<file path="src/rtl/instr_fetch_unit.sv">
// Instruction fetch: PC, single-outstanding imem requests, 2-entry queue toward decode.
// Define FETCH_BYPASS_EN to forward a response straight to decode when the queue is empty.
`timescale 1ns/1ps
module instr_fetch_unit #(
  parameter logic [31:0] RESET_PC = 32'h0000_0000
) (
  input  logic        clk,
  input  logic        rst,
  output logic        imem_req,
  output logic [31:0] imem_addr,
  input  logic        imem_rvalid,
  input  logic [31:0] imem_rdata,
  input  logic        redirect_valid,
  input  logic [31:0] redirect_pc,
  output logic        inst_valid,
  output logic [31:0] inst,
  output logic [31:0] inst_pc,
  input  logic        inst_ready,
  output logic        fetch_fault
);

  typedef enum logic [1:0] {StRun, StWait, StDrain, StHalt} state_e;

  state_e      state_q, state_d;
  logic [31:0] pc_q, pc_d;
  logic        req_q, req_d;
  logic [31:0] addr_q, addr_d;
  logic        fault_q, fault_d;
  logic        pend_q, pend_d;
  logic [1:0]  cnt_q, cnt_d;
  logic [31:0] q0_inst_q, q0_inst_d, q0_pc_q, q0_pc_d;
  logic [31:0] q1_inst_q, q1_inst_d, q1_pc_q, q1_pc_d;

  logic       resp_acc;
  logic       bypass;
  logic       deq;
  logic       push;
  logic [1:0] cnt_after_pop;
  logic       pending_after;
  logic       drain_done;

  // A response is only meaningful for the live request and is lost to a same-cycle redirect.
  assign resp_acc = imem_rvalid && (state_q == StWait) && !redirect_valid;

`ifdef FETCH_BYPASS_EN
  assign bypass = resp_acc && (cnt_q == 2'd0);
`else
  assign bypass = 1'b0;
`endif

  assign inst_valid    = (cnt_q != 2'd0) || bypass;
  assign inst          = bypass ? imem_rdata : q0_inst_q;
  assign inst_pc       = bypass ? addr_q : q0_pc_q;

  assign deq           = (cnt_q != 2'd0) && inst_ready && !redirect_valid;
  assign push          = resp_acc && !(bypass && inst_ready);
  assign cnt_after_pop = cnt_q - {1'b0, deq};

  assign imem_req      = req_q;
  assign imem_addr     = addr_q;
  assign fetch_fault   = fault_q;

  // Queue: head shifts out first, then the new entry lands in the first free slot.
  always_comb begin
    q0_inst_d = q0_inst_q;
    q0_pc_d   = q0_pc_q;
    q1_inst_d = q1_inst_q;
    q1_pc_d   = q1_pc_q;
    if (deq) begin
      q0_inst_d = q1_inst_q;
      q0_pc_d   = q1_pc_q;
    end
    if (push) begin
      if (cnt_after_pop == 2'd0) begin
        q0_inst_d = imem_rdata;
        q0_pc_d   = addr_q;
      end else begin
        q1_inst_d = imem_rdata;
        q1_pc_d   = addr_q;
      end
    end
    cnt_d = cnt_after_pop + {1'b0, push};
    if (redirect_valid) begin
      cnt_d = 2'd0;
    end
  end

  always_comb begin
    state_d    = state_q;
    pc_d       = pc_q;
    req_d      = 1'b0;
    addr_d     = addr_q;
    pend_d     = pend_q;
    drain_done = 1'b0;
    // Whether a request will still be in flight once this cycle is over.
    pending_after = ((state_q == StWait) || (state_q == StDrain) ||
                     ((state_q == StHalt) && pend_q)) && !imem_rvalid;

    if (redirect_valid) begin
      pc_d   = redirect_pc;
      pend_d = 1'b0;
      if (redirect_pc[1:0] != 2'b00) begin
        state_d = StHalt;
        pend_d  = pending_after;
      end else if (pending_after) begin
        state_d = StDrain;
      end else begin
        state_d = StRun;
      end
    end else begin
      unique case (state_q)
        StRun:   ;
        StWait:  if (imem_rvalid) state_d = StRun;
        StDrain: begin
          if (imem_rvalid) begin
            state_d    = StRun;
            drain_done = 1'b1;
          end
        end
        StHalt:  if (imem_rvalid) pend_d = 1'b0;
        default: ;
      endcase
    end

    if ((state_d == StRun) && !drain_done && (cnt_d != 2'd2)) begin
      req_d   = 1'b1;
      addr_d  = pc_d;
      pc_d    = pc_d + 32'd4;
      state_d = StWait;
    end

    fault_d = (state_d == StHalt);
  end

  always_ff @(posedge clk) begin
    if (rst) begin
      state_q   <= StRun;
      pc_q      <= RESET_PC;
      req_q     <= 1'b0;
      addr_q    <= RESET_PC;
      fault_q   <= 1'b0;
      pend_q    <= 1'b0;
      cnt_q     <= 2'd0;
      q0_inst_q <= 32'h0;
      q0_pc_q   <= 32'h0;
      q1_inst_q <= 32'h0;
      q1_pc_q   <= 32'h0;
    end else begin
      state_q   <= state_d;
      pc_q      <= pc_d;
      req_q     <= req_d;
      addr_q    <= addr_d;
      fault_q   <= fault_d;
      pend_q    <= pend_d;
      cnt_q     <= cnt_d;
      q0_inst_q <= q0_inst_d;
      q0_pc_q   <= q0_pc_d;
      q1_inst_q <= q1_inst_d;
      q1_pc_q   <= q1_pc_d;
    end
  end

endmodule

</file>
<file path="config.mk">
export PLATFORM = sky130hd
export DESIGN_NAME = instr_fetch_unit
export DESIGN_NICKNAME = d
export VERILOG_FILES = /design/src/rtl/instr_fetch_unit.sv
export SDC_FILE = /design/constraint.sdc
export NUM_CORES = 1
export LEC_CHECK = 0
export ABC_CLOCK_PERIOD_IN_PS = 6900
export BUFFER_PORTS_ARGS = -buffer_cell sky130_fd_sc_hd__buf_2
export CORE_UTILIZATION = 50
export CTS_CLUSTER_SIZE = 12
export DETAILED_ROUTE_END_ITERATION = 16
export GPL_TIMING_DRIVEN = 1
export PLACE_DENSITY_LB_ADDON = 0.3
export SETUP_SLACK_MARGIN = 0.4
export SLEW_MARGIN = 20
export SYNTH_ARGS = -nofsm -noshare
export SYNTH_HDL_FRONTEND = slang
export SYNTH_SLANG_ARGS = --single-unit
export TNS_END_PERCENT = 20
</file>
<file path="constraint.sdc">
create_clock -name clk -period 6.9 [get_ports clk]
set_input_delay 0.69 -clock clk [delete_from_list [all_inputs] [get_ports clk]]
set_output_delay 0.69 -clock clk [all_outputs]
set_load 0.03 [all_outputs]
</file>
==> results_dict.tcl, run 1 <==
set metrics [dict create \
    drtIter0Drc 543 \
    grt_overflow 0 \
    slew_headroom_pct 34.3 \
    vias_per_cell 5.64 \
    synth_area_per_cell_um2 8.97 \
    rrSetupSlack_ns 3.56 \
    crit_fanout 24 \
    syn_nets 1030 \
    path_clk_slew_ns 0.08 \
    io_pins 168 \
    worstPathRequired_ns 7.25 \
    timing.final.max_slew_violations 0 \
    worstSkewPairLatency_ns 0.43 \
    multi_input_area_mm2 0.00422 \
    design_area_mm2 0.0100 \
    seqCellArea_mm2 0.00398 \
    yosysSeqAreaShare_pct 46.5 \
    drc 0 \
    place.gp.congestion 0.820 \
    nets 1143 \
    fin_skew_ns 0.00981 \
    holdBufCountCts 0 \
    grt_setup_unrepaired "no" \
    grt_pass1_wl_mm 34.5 \
    yosysUniqueCellTypes 61 \
    ys_warn_count 0 \
    fmax_ghz 0.300 \
    insertedDiodeCount 0 \
    synth.area.top_cells "dfxtp_1 46%, mux2i_1 11%, a211oi_1 8.0%" \
    ant_nets 0 \
    clock_path_buffers 2 \
    synthCells 955 \
    r2r_start "cnt_q[1]" \
    hold_violations 0 \
    synth.most_common_cell "dfxtp_1" \
    clockRootBuffer "clkbuf_16" \
    drive_above_1_share_pct 21.8 \
    ys.flop_type "dfxtp_1" \
    n_fill_cell 1441 \
    dr.pass1.iters 5 \
    synth_commonest_cells "199 x dfxtp_1, 139 x nand2_1, 113 x nor2_1, 91 x a211oi_1, 91 x mux2i_1" \
    cts_setup_buffers 0 \
    ir_drop_mv 0.174 \
    port_buffers 167 \
    worst_pin_slew_ns 0.986 \
    routed-via-count 7338 \
    dpl.hpwl_mm 13.8 \
    die_w_um 133 \
    cp-start-kind "register" \
    final_core_util_pct 60.2 \
    p_per_area_mw_per_mm2 264 \
    synth_edf_count 0 \
    htreeDepth 4 \
    yosys.area.top_type "dfxtp_1" \
    finalSetupViolCount 0 \
    arrival_ns 3.69 \
    die_h_um 133 \
    rr_worst_depth 10 \
    tns_ns 0 \
    grt_pass1_vias 6556 \
    rows 47 \
    place_area_mm2 0.00938 \
    critPathLaunch "cnt_q[1]" \
    antenna_found_initial 0 \
    hold_class "reg -> reg" \
    maxCapViolCount 0 \
    syn_area_mm2 0.00857 \
    p_leak_nw 3.90 \
    synth.top_cell.area_share_pct 46.5 \
    ys_seq_elements 199 \
    status "finished clean" \
    die_area_mm2 0.0177 \
    cts_resized 0 \
    wl_per_cell_um 16.5 \
    ys_async_sr_fraction_pct 0 \
    grt_usage_pct 24.4 \
    crit_type "reg -> reg" \
    crit_path_end_kind "register" \
    grt_start_max_net_pins 109 \
    cts.sinks 199 \
    finalCriticalPeriod_ns 3.34 \
    placeableCoreArea_mm2 0.0166 \
    start_util_pct 51.5 \
    crit_end "pc_q[18]" \
    drt-total-wl_mm 21.4 \
    post-route-period-util_pct 48.4 \
    r2r-end "pc_q[18]" \
    cts-buffers-inserted 17 \
    area_growth_pct 16.8 \
    cts_tree "yes" \
]
[worst min-delay path by stage]
stage,start,to,slack (ns),cells past startpoint
finish,q1_pc_q[7],q1_pc_q[7],0.45,2
detailed placement,pend_q,pend_q,0.44,2
CTS,q1_inst_q[16],q1_inst_q[16],0.46,2
global route,q1_pc_q[11],q1_pc_q[11],0.47,2
floorplan,pend_q,pend_q,0.41,2
global placement,pend_q,pend_q,0.43,2
[worst max-delay path: stages, from the launching register on]
cell and delay (ns):
dfxtp_1 0.33, or2_2 0.30, and3b_4 0.35, ha_1 0.42, inv_1 0.06, ha_1 0.19, xnor3_1 0.28, or3_1 0.25
nand4_2 0.45, o31a_1 0.44, nor3_1 0.17
[per-layer routing]
layer / up-vias / track usage [%] / wire, um
met1: 3478 / 34.4 / 10100
met2: 210 / 37.7 / 9890
met5: - / 0 / 0
met3: 23 / 4.60 / 1060
met4: 0 / 7.41 / 312
li1: 3627 / - / -
[report_power, final]
part	internal, mW	switching [mW]	total (mW)
clock network	0.589	0.477	1.07
registers	1.20	0.0458	1.25
logic	0.109	0.224	0.333
total	1.90	0.747	2.65
[logic make-up after synthesis]
| group | Yosys count | share of synthesized area [%] |
|---|---|---|
| simple gates | 359 | 19.6 |
| compound gates | 202 | 15.9 |
| flops | 199 | 46.5 |
| mux | 100 | 11.8 |
| buf+inv | 84 | 4.58 |
| fa+ha+maj | 6 | 0.876 |
| xor+xnor | 5 | 0.671 |
[cells in the final DEF, fill, tap and decap left out, drive strengths merged, types with 2 or more instances in the layout]
cell type | synthesis | final
a211oi | 92 | 92
a21boi | 3 | 3
a21oi | 70 | 70
a22oi | 3 | 3
a31oi | 4 | 4
and2 | 2 | 2
and3 | 6 | 6
and3b | 5 | 5
and4 | 4 | 4
buf | 30 | 173
bufinv | 0 | 3
clkbuf | 49 | 17
dfxtp | 199 | 199
ha | 6 | 6
inv | 5 | 16
mux2 | 8 | 8
mux2i | 92 | 92
nand2 | 139 | 139
nand2b | 4 | 4
nand3 | 9 | 9
nand3b | 3 | 3
nand4 | 9 | 9
nand4b | 4 | 4
nor2 | 113 | 113
nor2b | 4 | 4
nor3 | 24 | 24
nor3b | 8 | 8
nor4 | 14 | 14
o21a | 2 | 2
o21ai | 6 | 6
o22a | 2 | 2
o22ai | 2 | 2
o31a | 6 | 6
o31ai | 4 | 4
or2 | 6 | 6
or3 | 3 | 3
xnor2 | 4 | 4
[layout make-up]
class	instances	area share [%]
timing repair buffer	173	8.86
tap	220	2.75
clock buffer	17	4.25
inverter	5	0.187
clock inverter	15	2.01
sequential	199	39.8
multi-input combinational	672	42.1
[sequential cells by signal, summed over array words and instances (netlist names)]
name	flops
imem_req	1
q1_inst_q	32
inst	32
fetch_fault	1
inst_pc	32
cnt_q	2
q1_pc_q	32
pend_q	1
pc_q	32
state_q	2
imem_addr	32
[metrics by stage]
step,power [mW],instances,hold slack (ns),worst slack [ns]
floorplan,1.50,955,0.415,3.31
global placement,1.60,1269,0.434,2.93
detailed placement,1.60,1269,0.441,2.89
CTS,2.66,1301,0.457,3.23
global route,2.75,1301,0.473,3.30
finish,2.65,1301,0.453,3.56
(Power assumes the default switching activity.)
==> run 2, diff against run 1 <==
--- a/config.mk
+++ b/config.mk
@@ -5,7 +5,7 @@
 export SDC_FILE = /design/constraint.sdc
 export NUM_CORES = 1
 export LEC_CHECK = 0
-export ABC_CLOCK_PERIOD_IN_PS = 6900
+export ABC_CLOCK_PERIOD_IN_PS = 3400
 export BUFFER_PORTS_ARGS = -buffer_cell sky130_fd_sc_hd__buf_2
 export CORE_UTILIZATION = 50
 export CTS_CLUSTER_SIZE = 12
==> constraint.sdc (replaced) <==
create_clock -name clk -period 3.4 [get_ports clk]
set_input_delay 0.34 -clock clk [delete_from_list [all_inputs] [get_ports clk]]
set_output_delay 0.34 -clock clk [all_outputs]
set_load 0.03 [all_outputs]
==> results_dict.tcl, run 2 (same netlist as run 1, synthesis figures left out) <==
set metrics [dict create \
    start_util_pct 51.5 \
    ant_nets 0 \
    critPathTopFamily "simple AND/OR/NAND/NOR gates" \
    placeableCoreArea_mm2 0.0166 \
    nets 1148 \
    path_cells "or2_4, and3b_4, ha_4, inv_1, ha_1, xnor3_1, or3_1, buf_4, nand4_4, o41a_1, a211oi_2" \
    grt_pass1_vias 6649 \
    post-route-period-util_pct 84.1 \
    io_pins 168 \
    htreeDepth 4 \
    cts-buffers-inserted 17 \
    p_per_area_mw_per_mm2 526 \
    status "finished clean" \
    dr.pass1.iters 5 \
    timing.final.max_slew_violations 0 \
    cp_slowest_stage_delay_ns 0.51 \
    insertedDiodeCount 0 \
    maxCapViolCount 0 \
    die_area_mm2 0.0177 \
    hold_violations 0 \
    final_common_cell "dfxtp_1" \
    grt_start_max_net_pins 117 \
    grt_usage_pct 24.5 \
    die_w_um 133 \
    hold_class "in -> reg" \
    grt_overflow 0 \
    worst_path_max_delay_cell "o41a_1" \
    fmax_ghz 0.350 \
    dp_slack_ns 0.375 \
    cts_tree "yes" \
    drive_above_1_share_pct 22.3 \
    area_growth_pct 17.9 \
    drt-total-wl_mm 21.4 \
    path_buf_inv 2 \
    cts_setup_buffers 0 \
    finalWorstSetupSlack_ns 0.542 \
    cp-start-kind "register" \
    worstSkewPairLatency_ns 0.45 \
    design_area_mm2 0.0101 \
    p_total_mw 5.32 \
    worst_pin_slew_ns 0.882 \
    crit_path_end_kind "register" \
    fin_skew_ns 0.00966 \
    cts.sinks 199 \
    grt_setup_unrepaired "no" \
    crit_type "reg -> reg" \
    mostFrequentLayoutCells "199 x dfxtp_1, 166 x buf_2, 138 x nand2_1" \
    drtIter0Drc 502 \
    holdBufCountCts 0 \
    slew_headroom_pct 41.2 \
    finalSetupViolCount 0 \
    port_buffers 167 \
    vias_per_cell 5.53 \
    worstPathRequired_ns 3.77 \
    antenna_found_initial 0 \
    tns_ns 0 \
    clock_path_buffers 2 \
    grt_pass1_wl_mm 34.2 \
    wl_per_cell_um 16.4 \
    clockRootBuffer "clkbuf_16" \
    path_clk_slew_ns 0.08 \
    ir_drop_mv 0.378 \
    drc 0 \
    die_h_um 133 \
    crit_fanout 19 \
    rows 47 \
    place_area_mm2 0.00948 \
    routed-via-count 7228 \
    arrival_ns 3.22 \
    finalCriticalPeriod_ns 2.86 \
    p_leak_nw 3.92 \
    place.gp.congestion 0.835 \
    dpl.hpwl_mm 13.9 \
]
## run 2: final cells by class
cell class              instances  area [um2]
flip-flops and latches        199        3980
fillers                      1486        6530
multi-input cells             672        4240
repair buffers                178         975
inverters                       5        18.8
well taps                     220         275
clock inverters                15         188
clock buffers                  17         425
## run 2: worst min-delay path, delay by kind of cell
family / cells / cell delay (ns)
buffers and inverters: 1 / 0.10
AND/OR/NAND/NOR: 1 / 0.05
AO/OA/AOI/OAI: 1 / 0.05
## run 2: layer usage
| metal | vias up | GRT usage (%) | part of all wire, % |
|---|---|---|---|
| met1 | 3403 | 33.0 | 47 |
| met4 | 0 | 9.20 | 1.9 |
| met5 | - | 0 | 0 |
| met2 | 159 | 38.5 | 46 |
| li1 | 3641 | - | - |
| met3 | 25 | 5.06 | 4.5 |
## run 2: repair_timing
action	4_1_cts	5_1_grt
resized for setup	1	1
cloned	0	0
endpoints found under the setup margin	13	7
## run 2: metrics by stage
stage	instances	hold WS, ns	utilization (%)
5_1_grt	1306	0.125	60.7
6_report	1306	0.136	60.7
2_1_floorplan	955	0.415	-
4_1_cts	1306	0.118	60.7
3_3_place_gp	1274	0.442	57.0
3_5_place_dp	1274	0.440	57.0
## run 2: final timing paths
kind | start | to | slack [ns] | depth (start not counted)
worst min-delay path | imem_rdata[16] | q1_inst_q[16] | 0.14 | 3
worst max register to register | cnt_q[1] | pc_q[21] | 0.54 | 11
worst max-delay path | cnt_q[1] | pc_q[21] | 0.54 | 11
worst min register to register | q1_inst_q[15] | q1_inst_q[15] | 0.45 | 2
## run 2: power by group
| part | internal [mW] | total, mW | switching, mW | leakage [nW] |
|---|---|---|---|---|
| sequential | 2.44 | 2.53 | 0.0941 | 1.62 |
| clock | 1.12 | 2.10 | 0.981 | 0.291 |
| combinational | 0.228 | 0.685 | 0.456 | 2.00 |
| total | 3.79 | 5.32 | 1.53 | 3.92 |
